`src/rtl/lfsr_sym_pkg.sv`:
```
// lfsr_sym_pkg: shared types and helpers for the LFSR symbol source.
//   sym_fsm_e  : run/idle control state of the symbol source
//   lfsr_step  : one right-shift Fibonacci LFSR step on a zero-extended state
//   LFSR_MAX_W : widest LFSR the helper supports (state/taps are padded to it)
package lfsr_sym_pkg;

  localparam int LFSR_MAX_W = 32;

  typedef enum logic {
    IDLE = 1'b0,
    RUN  = 1'b1
  } sym_fsm_e;

  // Shift right by one; the new MSB (bit width-1) is the parity of the
  // tapped bits. Bits at and above 'width' must be zero in both operands.
  function automatic logic [LFSR_MAX_W-1:0] lfsr_step(
    input logic [LFSR_MAX_W-1:0] state,
    input logic [LFSR_MAX_W-1:0] taps,
    input int                    width
  );
    logic [LFSR_MAX_W-1:0] nxt;
    nxt = (state >> 1) | (LFSR_MAX_W'(^(state & taps)) << (width - 1));
    return nxt;
  endfunction

endpackage

```
`src/rtl/rate_tick_gen.sv`:
```
// rate_tick_gen: programmable rate divider producing a one-cycle enable pulse
// every max(rate_limit,1) cycles while 'run' is high.
//   clk, reset  : clock, asynchronous active-high reset
//   run         : count enable; low clears the counter and blocks ticks
//   rate_limit  : cycles per tick, 0 behaves as 1
//   tick        : one-cycle pulse on the last cycle of each period
module rate_tick_gen #(
  parameter int DIV_WIDTH = 32
) (
  input  logic                 clk,
  input  logic                 reset,
  input  logic                 run,
  input  logic [DIV_WIDTH-1:0] rate_limit,
  output logic                 tick
);

  logic [DIV_WIDTH-1:0] count_q;
  logic [DIV_WIDTH-1:0] last;

  // Terminal count; rate_limit of 0 and 1 both mean "every cycle".
  assign last = (rate_limit == '0) ? '0 : rate_limit - DIV_WIDTH'(1);

  // >= rather than == so a limit lowered below the running count fires
  // immediately instead of wrapping the whole counter.
  assign tick = run && (count_q >= last);

  always_ff @(posedge clk or posedge reset) begin
    if (reset)      count_q <= '0;
    else if (!run)  count_q <= '0;
    else if (tick)  count_q <= '0;
    else            count_q <= count_q + DIV_WIDTH'(1);
  end

endmodule

```
`src/rtl/lfsr_symbol_source.sv`:
```
// lfsr_symbol_source: pseudo-random M-ary symbol source on a single clock.
// Every rate tick the LFSR advances SYM_BITS steps and the low SYM_BITS of
// the new state are offered on a valid/ready output.
//   clk, reset     : clock, asynchronous active-high reset
//   enable         : run symbol generation
//   rate_limit     : clk cycles per symbol (0 treated as 1)
//   seed_load/seed : one-cycle strobe loading the LFSR (0 -> INIT_VAL + lockup_err)
//   sym_ready      : consumer accepts the current symbol
//   sym_valid/data : symbol output
//   lfsr_state     : current LFSR register
//   overrun_count  : saturating count of symbols dropped while output was full
//   lockup_err     : sticky flag, an all-zero seed was attempted
module lfsr_symbol_source
  import lfsr_sym_pkg::*;
#(
  parameter int                    LFSR_WIDTH = 5,
  parameter logic [LFSR_WIDTH-1:0] TAPS       = 5'b00101,
  parameter logic [LFSR_WIDTH-1:0] INIT_VAL   = 5'b00001,
  parameter int                    SYM_BITS   = 2,
  parameter int                    DIV_WIDTH  = 32
) (
  input  logic                  clk,
  input  logic                  reset,
  input  logic                  enable,
  input  logic [DIV_WIDTH-1:0]  rate_limit,
  input  logic                  seed_load,
  input  logic [LFSR_WIDTH-1:0] seed,
  input  logic                  sym_ready,
  output logic                  sym_valid,
  output logic [SYM_BITS-1:0]   sym_data,
  output logic [LFSR_WIDTH-1:0] lfsr_state,
  output logic [15:0]           overrun_count,
  output logic                  lockup_err
);

  localparam logic [LFSR_MAX_W-1:0] TAPS_W = LFSR_MAX_W'(TAPS);
  localparam logic [LFSR_MAX_W-1:0] INIT_W = LFSR_MAX_W'(INIT_VAL);

  sym_fsm_e              state_q, state_d;
  logic                  run;
  logic                  tick;
  logic [LFSR_WIDTH-1:0] lfsr_adv;
  logic                  seed_zero;

  // ---------------- control FSM ----------------
  always_ff @(posedge clk or posedge reset) begin
    if (reset) state_q <= IDLE;
    else       state_q <= state_d;
  end

  always_comb begin
    state_d = state_q;
    case (state_q)
      IDLE:    if (enable)  state_d = RUN;
      RUN:     if (!enable) state_d = IDLE;
      default: state_d = IDLE;
    endcase
  end

  // Seed load drops 'run' for one cycle, which both clears the rate counter
  // and suppresses that cycle's tick without touching the FSM state.
  always_comb begin
    run = 1'b0;
    case (state_q)
      RUN:     run = enable && !seed_load;
      default: run = 1'b0;
    endcase
  end

  rate_tick_gen #(
    .DIV_WIDTH (DIV_WIDTH)
  ) u_rate (
    .clk        (clk),
    .reset      (reset),
    .run        (run),
    .rate_limit (rate_limit),
    .tick       (tick)
  );

  // ---------------- LFSR unroll ----------------
  // SYM_BITS steps per tick; a zero state (only reachable through a bad
  // parameter set or upset) recovers to INIT_VAL on the next step.
  always_comb begin
    logic [LFSR_MAX_W-1:0] s;
    s = '0;
    s[LFSR_WIDTH-1:0] = lfsr_state;
    for (int i = 0; i < SYM_BITS; i++) begin
      if (s == '0) s = INIT_W;
      else         s = lfsr_step(s, TAPS_W, LFSR_WIDTH);
    end
    lfsr_adv = s[LFSR_WIDTH-1:0];
  end

  assign seed_zero = (seed == '0);

  // ---------------- LFSR / output register ----------------
  always_ff @(posedge clk or posedge reset) begin
    if (reset) begin
      lfsr_state    <= INIT_VAL;
      sym_valid     <= 1'b0;
      sym_data      <= '0;
      overrun_count <= '0;
      lockup_err    <= 1'b0;
    end else if (seed_load) begin
      lfsr_state <= seed_zero ? INIT_VAL : seed;
      sym_valid  <= 1'b0;
      if (seed_zero) lockup_err <= 1'b1;
    end else if (tick) begin
      lfsr_state <= lfsr_adv;
      // Output slot is free if empty or being drained this very cycle.
      if (!sym_valid || sym_ready) begin
        sym_data  <= lfsr_adv[SYM_BITS-1:0];
        sym_valid <= 1'b1;
      end else if (overrun_count != 16'hFFFF) begin
        overrun_count <= overrun_count + 16'd1;
      end
    end else if (sym_valid && sym_ready) begin
      sym_valid <= 1'b0;
    end
  end

endmodule

```
`config.mk`:
```
export PLATFORM = sky130hd
export DESIGN_NAME = lfsr_symbol_source
export DESIGN_NICKNAME = d
export VERILOG_FILES = /design/src/rtl/lfsr_sym_pkg.sv /design/src/rtl/rate_tick_gen.sv /design/src/rtl/lfsr_symbol_source.sv
export SDC_FILE = /design/constraint.sdc
export NUM_CORES = 1
export LEC_CHECK = 0
export BUFFER_PORTS_ARGS = -buffer_cell sky130_fd_sc_hd__clkbuf_2
export CORE_MARGIN = 2
export CORE_UTILIZATION = 41
export CTS_BUF_LIST = sky130_fd_sc_hd__clkbuf_8
export DETAILED_ROUTE_END_ITERATION = 10
export GPL_ROUTABILITY_DRIVEN = 0
export PLACE_DENSITY_LB_ADDON = 0.3
export SETUP_SLACK_MARGIN = 0.3
export SYNTH_ARGS = -nofsm -noshare
export SYNTH_HDL_FRONTEND = slang
export SYNTH_SLANG_ARGS = --single-unit
```
`constraint.sdc`:
```
create_clock -name clk -period 3.5 [get_ports clk]
set_clock_uncertainty 0.05 [all_clocks]
set_input_delay 0.7 -clock clk [delete_from_list [all_inputs] [get_ports clk]]
set_output_delay 0.7 -clock clk [all_outputs]
set_load 0.01 [all_outputs]
```
==> out/results.ini, run 1 <==
[synthesis]
synth_compound_area_share_pct = 7.50
yosys-mux-area-fraction_pct = 1.08
yosysWarnings = 0
syn_nets = 531
yosysMostFrequentCell = nand2_1
synth_edf_count = 0
synth_top_cell_by_area = dfrtp_1
synth_flop_cell = dfrtp_1
netlist_area_mm2 = 0.00405
synthSimpleGateAreaFrac_pct = 27.3
netlist.area_leader.share_pct = 35.2
synthArstFlopShare_pct = 100
synth_top_family_by_area = simple AND/OR/NAND/NOR gates
syn_area_per_cell_um2 = 8.94
synthAdderAreaFrac_pct = 11.1
synth_top_cells_by_count = 64 x nand2_1, 57 x dfrtp_1, 52 x nor2_1
synth_xor_area_share_pct = 15.1
synth.distinct_cells = 49
synth_cells = 453
synth_seq_cells = 58
ys_seq_area_share_pct = 35.9
synth_top_cells_by_area = dfrtp_1 35%, ha_1 11%, xor2_1 9.3%

[clocking]
cts_root_buffer = clkbuf_8
cts_buffers = 9
ctsHoldBuffers = 0
htree_levels = 3
clock-sinks = 58
clk_pin_slew_ns = 0.07
cts_tree = yes
clock_latency_ns = 0.34
cts_buffer_depth = 2

[status]
status = finished, violations left
violations = setup timing

[setup_path]
setup.worst_path.end_class = register
slowest_delay_ns = 0.51
crit_path_max_fanout = 7
cp.depth = 23
cp_data_required_time_ns = 3.73
slowest_stage = or4_4
cp.arrival_ns = 4.97
cp_top_family = simple AND/OR/NAND/NOR gates
start_kind = input port
crit_type = in2reg
path_cells = clkbuf_16 -> or4_4 -> or3_4 -> or4_4 -> or3b_4 -> buf_6 -> nor4_4 -> buf_4 -> nand2_4 -> buf_4 -> buf_4 -> nand2_1 -> ha_1 -> a21oi_1 -> o21ai_1 -> a21oi_2 -> o21ai_4 -> buf_4 -> nor2_4 -> nand2_4 -> buf_12 -> clkbuf_16 -> nor2_2
crit_buf_inv = 8
reg2reg_depth = 7
crit_path_frequent_cell = buf_4

[grt]
antenna_found_initial = 0
grt_util_all_layers_pct = 21.4
grt_pass1_vias = 3856
gr-total-overflow = 0
grt_first_pass_wirelength_um = 17800
grt_max_degree = 52

[sta]
slew_violations = 0
rsz0062_at_grt = yes
finalCriticalPeriod_ns = 4.74
worst_pin_slew_ns = 0.651
finalSetupTns_ns = -65.06
final_hold_viol_count = 0
slew_headroom_pct = 56.6
period_share_pct = 135
fin_hold_ws_ns = 0.182
setup_violations = 56
fmax_mhz = 211
layout_setup_ws_ns = -1.24

[pwr]
ir_drop_mv = 0.241
p_per_area_mw_per_mm2 = 252
power_mw = 1.51
p_leak_nw = 2.83

[placed_design]
dpl_cell_area_mm2 = 0.00501
io_buffers = 66
post-dp-hpwl_um = 7650

[die]
die_x_um = 103
ioPinCount = 67
core-area_mm2 = 0.00968
die_h_um = 103
start_util_pct = 41.8
dieArea_mm2 = 0.0107
rows = 36

[route]
vias_per_cell = 5.34
dr.pass1.iters = 4
drt_drc_violations_left = 0
vias = 3933
ant_nets = 0
wl_per_cell_um = 15.6
drt_iter0_drc = 137
top_layer = met4
wl_met2_um = 5390
wl_met1_um = 5140
routed_wl_um = 11500
dr_wl_met3_um = 616

[final_layout]
synthToLayoutAreaGrowth_pct = 47.9
diodes = 0
final_design_area_no_fill_mm2 = 0.00599
final_nets = 676
drive_above_1_share_pct = 43.0

[run]
timing.max_cap.violations = 0

[min_path]
hp-class = in2async

[power by group]
part | internal (mW) | total [mW] | switching [mW]
Combinational | 0.116 | 0.235 | 0.118
Sequential | 0.680 | 0.690 | 0.0101
Clock | 0.312 | 0.586 | 0.274
[flip-flops by register name, summed over array words and instances, names as in the netlist]
| register | flops |
|---|---|
| lockup_err | 1 |
| overrun_count | 16 |
| lfsr_state | 5 |
| state_q | 1 |
| u_rate.count_q | 32 |
| sym_data | 2 |
| sym_valid | 1 |
[final timing paths]
check / start / end / slack [ns]
min: reset / lockup_err / 0.18
max reg2reg: u_rate.count_q[7] / u_rate.count_q[29] / 0.96
max in group asynchronous: reset / overrun_count[14] / 2.33
min reg2reg: lockup_err / lockup_err / 0.43
min in group clk: lockup_err / lockup_err / 0.43
max: rate_limit[13] / u_rate.count_q[11] / -1.24
[routing by layer]
metal  track usage [%]  up-vias
li1                  -     1891
met1              29.2     1897
met2              33.7      122
met3              3.97       23
met4              8.30        0
met5                 0        -
[cell type report]
class / instances / area [um2]
flip-flops and latches: 58 / 1450
well taps: 133 / 166
inverters: 8 / 30.0
fillers: 800 / 3690
repair buffers: 146 / 1080
clock inverters: 4 / 25.0
multi-input cells: 375 / 3070
clock buffers: 12 / 165
[timing repair]
item / 4_1_cts / 5_1_grt
cloned: 4 / 1
endpoints found under the setup margin: 56 / 56
resized for setup: 37 / 103
pin swaps: 10 / 17
buffers inserted: 8 / 5
[layout by cell type (no fill, tap or decap), types with 3 or more instances in the layout]
cell,count
a21oi_1,9
a21oi_2,8
a221o_1,4
and2_1,3
and3_1,14
and4_1,6
buf_4,64
buf_6,11
clkbuf_2,64
clkbuf_8,12
dfrtp_1,57
ha_1,29
ha_4,7
inv_1,7
mux2_2,3
nand2_1,53
nand2_2,8
nand2_4,5
nand3_1,18
nand4_1,15
nor2_1,17
nor2_2,12
nor2_4,23
nor3_1,14
nor4_1,6
o21ai_1,5
or4_1,3
or4_4,3
xnor2_1,27
xor2_1,43
[kinds of logic after synthesis]
kind of cell / count (synthesis)
compound gates: 46
xor+xnor: 70
fa+ha+maj: 36
buf+inv: 21
simple gates: 218
mux: 4
flops: 58
[metrics by stage]
stage	std cells	setup WS, ns	util [%]
floorplan	453	-1.37	-
detailed placement	702	-1.82	51.7
global placement	702	-1.63	51.7
CTS	730	-1.18	56.3
global route	736	-1.37	61.9
finish	736	-1.24	61.9
Power figures use the tool's default switching activity.
==> inputs of run 2 (changes only) <==
--- a/config.mk
+++ b/config.mk
@@ -5,7 +5,9 @@
 export SDC_FILE = /design/constraint.sdc
 export NUM_CORES = 1
 export LEC_CHECK = 0
+export ABC_AREA = 1
 export BUFFER_PORTS_ARGS = -buffer_cell sky130_fd_sc_hd__clkbuf_2
+export CORE_ASPECT_RATIO = 0.9
 export CORE_MARGIN = 2
 export CORE_UTILIZATION = 41
 export CTS_BUF_LIST = sky130_fd_sc_hd__clkbuf_8
==> run 2 against run 1 <==
The flow now finishes without violations. Area after synthesis rose by 25%. Global-route usage fell by 0.75 points. Sequential power rose by 0.6%. Power rose by 18%. Non-clock buffer count fell by 15. Cell count rose by 41%. Setup slack improved by 1.5 ns. Hold slack improved by 0.20 ns. Combinational power rose by 5%. Critical path depth rose by 1. Synthesized cell count rose by 64%.
==> out/results.ini, run 2 <==
[clocking]
ctsHoldBuffers = 0  ; unchanged
htree_levels = 3  ; unchanged
cts_buffers = 9  ; unchanged
clk_pin_slew_ns = 0.07  ; about the same
clock-sinks = 58  ; unchanged
clock_latency_ns = 0.35  ; about the same
cts_buffer_depth = 2  ; unchanged
cts_tree = yes
cts_root_buffer = clkbuf_8

[route]
vias = 5186  ; +32%
drt_drc_violations_left = 0  ; unchanged
routed_wl_um = 13900  ; +21%
dr.pass1.iters = 5  ; +1
ant_nets = 0  ; unchanged
vias_per_cell = 5.00  ; -6.4%
wl_per_cell_um = 13.4  ; -14%
drt_iter0_drc = 468  ; +240%

[synthesis]
synth_top_cell_by_area = dfrtp_1
synthArstFlopShare_pct = 100  ; unchanged
synth_seq_cells = 58  ; unchanged
ys_seq_area_share_pct = 28.6  ; -7.2 points
yosysMostFrequentCell = nand2_1
netlist_area_mm2 = 0.00508  ; +25%
synth_flop_cell = dfrtp_1
syn_area_per_cell_um2 = 6.84  ; -23%
synth_top_cells_by_count = 204 x nand2_1, 100 x nor2_1, 84 x inv_1
synth_edf_count = 0  ; unchanged
synth.distinct_cells = 38  ; -22%
synth_cells = 742  ; +64%
synth_top_cells_by_area = dfrtp_1 28%, nand2_1 15%, ha_1 8.9%
syn_nets = 820  ; +54%
netlist.area_leader.share_pct = 28.1  ; -7.1 points
yosysWarnings = 0  ; unchanged

[setup_path]
crit_path_frequent_cell = nand2_4
setup.worst_path.end_class = register
worstSetupStartpoint = rate_limit[12]
reg2reg_depth = 10  ; +3
slowest_delay_ns = 0.31  ; -0.20 ns
cp_top_family = simple AND/OR/NAND/NOR gates
endpoint = u_rate.count_q[27]
cp_data_required_time_ns = 3.74  ; about the same
crit_type = in2reg
slowest_stage = ha_1
crit_buf_inv = 5  ; -3
reg2reg_slack_ns = 1.15  ; +0.19 ns
cp.depth = 24  ; +4.3%
r2r_end = overrun_count[3]
start_kind = input port
cp.arrival_ns = 3.48  ; -1.49 ns
crit_path_max_fanout = 6  ; -1
reg2reg_from = overrun_count[0]
path_cells = buf_6 -> buf_6 -> nor2_2 -> nand2_1 -> nor2_2 -> nand2_2 -> nor2_4 -> nand2_4 -> nor2_4 -> nand2_4 -> o21bai_1 -> nand3_1 -> ha_1 -> buf_4 -> a21oi_2 -> nor2_1 -> nor2_1 -> nand3_1 -> nor2_4 -> nand2_4 -> nand2_4 -> buf_6 -> nand3b_1 -> inv_1

[run]
timing.max_cap.violations = 0  ; unchanged

[final_layout]
diodes = 0  ; unchanged
drive_above_1_share_pct = 29.8  ; -13 points
final_common_cell = nand2_1
largest-register = u_rate.count_q
final_nets = 950  ; +41%
synthToLayoutAreaGrowth_pct = 32.7
largest_registers = u_rate.count_q: 32 flops, overrun_count: 16 flops, lfsr_state: 5 flops
largest_reg_flops = 32  ; unchanged
layout_common_cells = 185 x nand2_1, 79 x nor2_1, 76 x inv_1, 64 x clkbuf_2, 57 x dfrtp_1
fill_cells = 1154  ; +44%

[sta]
rsz0062_at_grt = yes
final_hold_viol_count = 0  ; unchanged
worst_pin_slew_ns = 0.752  ; +0.100 ns
slew_headroom_pct = 49.8  ; -6.7 points
period_share_pct = 92.6  ; -43 points
finalSetupTns_ns = 0  ; +65.06 ns
fin_hold_ws_ns = 0.381  ; +0.199 ns
slew_violations = 0  ; unchanged
fmax_mhz = 308  ; +46%
layout_setup_ws_ns = 0.257  ; +1.50 ns
setup_violations = 0  ; -100%
finalCriticalPeriod_ns = 3.24  ; -1.50 ns

[status]
status = completed

[grt]
grt_max_degree = 33  ; -37%
gr-total-overflow = 0  ; unchanged
grt_util_all_layers_pct = 20.6  ; -0.75 points
grt_pass1_vias = 4696  ; +22%
antenna_found_initial = 0  ; unchanged
grt_first_pass_wirelength_um = 21900  ; +23%

[die]
dieArea_mm2 = 0.0133  ; +24%
die_h_um = 110  ; +6.0%
ioPinCount = 67  ; unchanged
core-area_mm2 = 0.0121  ; +25%
start_util_pct = 42.0  ; +0.21 points
rows = 38  ; +5.6%
die_x_um = 121  ; +17%

[pwr]
p_leak_nw = 3.37  ; +19%
ir_drop_mv = 0.144  ; -40%
p_per_area_mw_per_mm2 = 264  ; +4.6%
power_mw = 1.78  ; +18%

[placed_design]
io_buffers = 66  ; unchanged
post-place-ws_ns = -0.0878  ; +1.73 ns
post-dp-hpwl_um = 10300  ; +35%

[min_path]
hp-class = in2async

run 2: kinds of logic (layout without fill, tap and decap cells):
logic type	count (synthesis)	count (layout)	synth area share [%]
and+or+nand+nor	475	475	43.5
buffers and inverters	98	233	8.08
DFF	58	58	28.6
xor gates and xnor gates	42	42	7.25
adders and majority gates	36	36	8.87
AOI/OAI and AO/OA	33	33	3.70
run 2: metal layers:
metal / vias to the layer above / track usage [%] / share of wire (%)
li1: 2674 / - / -
met1: 2339 / 29.7 / 49
met2: 153 / 31.6 / 45
met3: 20 / 2.23 / 4.7
met4: 0 / 8.54 / 1.9
met5: - / 0 / 0
run 2: timing repair:
| action | in CTS | in global routing |
|---|---|---|
| pin swaps | 0 | 36 |
| setup endpoints to repair | 4 | 56 |
| buffers inserted | 0 | 9 |
| gates cloned | 0 | 3 |
| resized for setup | 1 | 107 |
| endpoints found under the hold margin | 0 | 0 |
run 2: report_power, final:
part / internal [mW] / switching [mW] / total [mW]
combinational: 0.109 / 0.137 / 0.246
clock: 0.561 / 0.276 / 0.836
sequential: 0.680 / 0.0138 / 0.694
run 2: stage by stage:
step | utilization (%) | instance area, um2 | instances
final | 55.8 | 6740 | 1037
after global routing | 55.8 | 6740 | 1037
after CTS | 51.5 | 6220 | 1025
after detailed placement | 49.2 | 5940 | 1009
after global placement | 49.2 | 5940 | 1009
after floorplan | - | 5080 | 742
run 2: worst min-delay path by stage:
| stage | slack, ns | end | startpoint | cells past startpoint |
|---|---|---|---|---|
| detailed placement | 0.40 | lockup_err | lockup_err | 2 |
| global route | 0.43 | lfsr_state[4] | reset | 2 |
| finish | 0.38 | lfsr_state[1] | reset | 2 |
| floorplan | 0.42 | u_rate.count_q[0] | u_rate.count_q[0] | 1 |
| global placement | 0.40 | lockup_err | lockup_err | 2 |
| CTS | 0.40 | overrun_count[11] | reset | 2 |
run 2: area by class of cell:
cell class / count / area [um2] / area share [%]
Multi-Input combinational cell: 586 / 3560 / 52.8
Sequential cell: 58 / 1450 / 21.6
Clock inverter: 6 / 129 / 1.91
Timing Repair Buffer: 131 / 935 / 13.9
Tap cell: 160 / 200 / 2.97
Clock buffer: 10 / 138 / 2.04
Inverter: 86 / 328 / 4.86
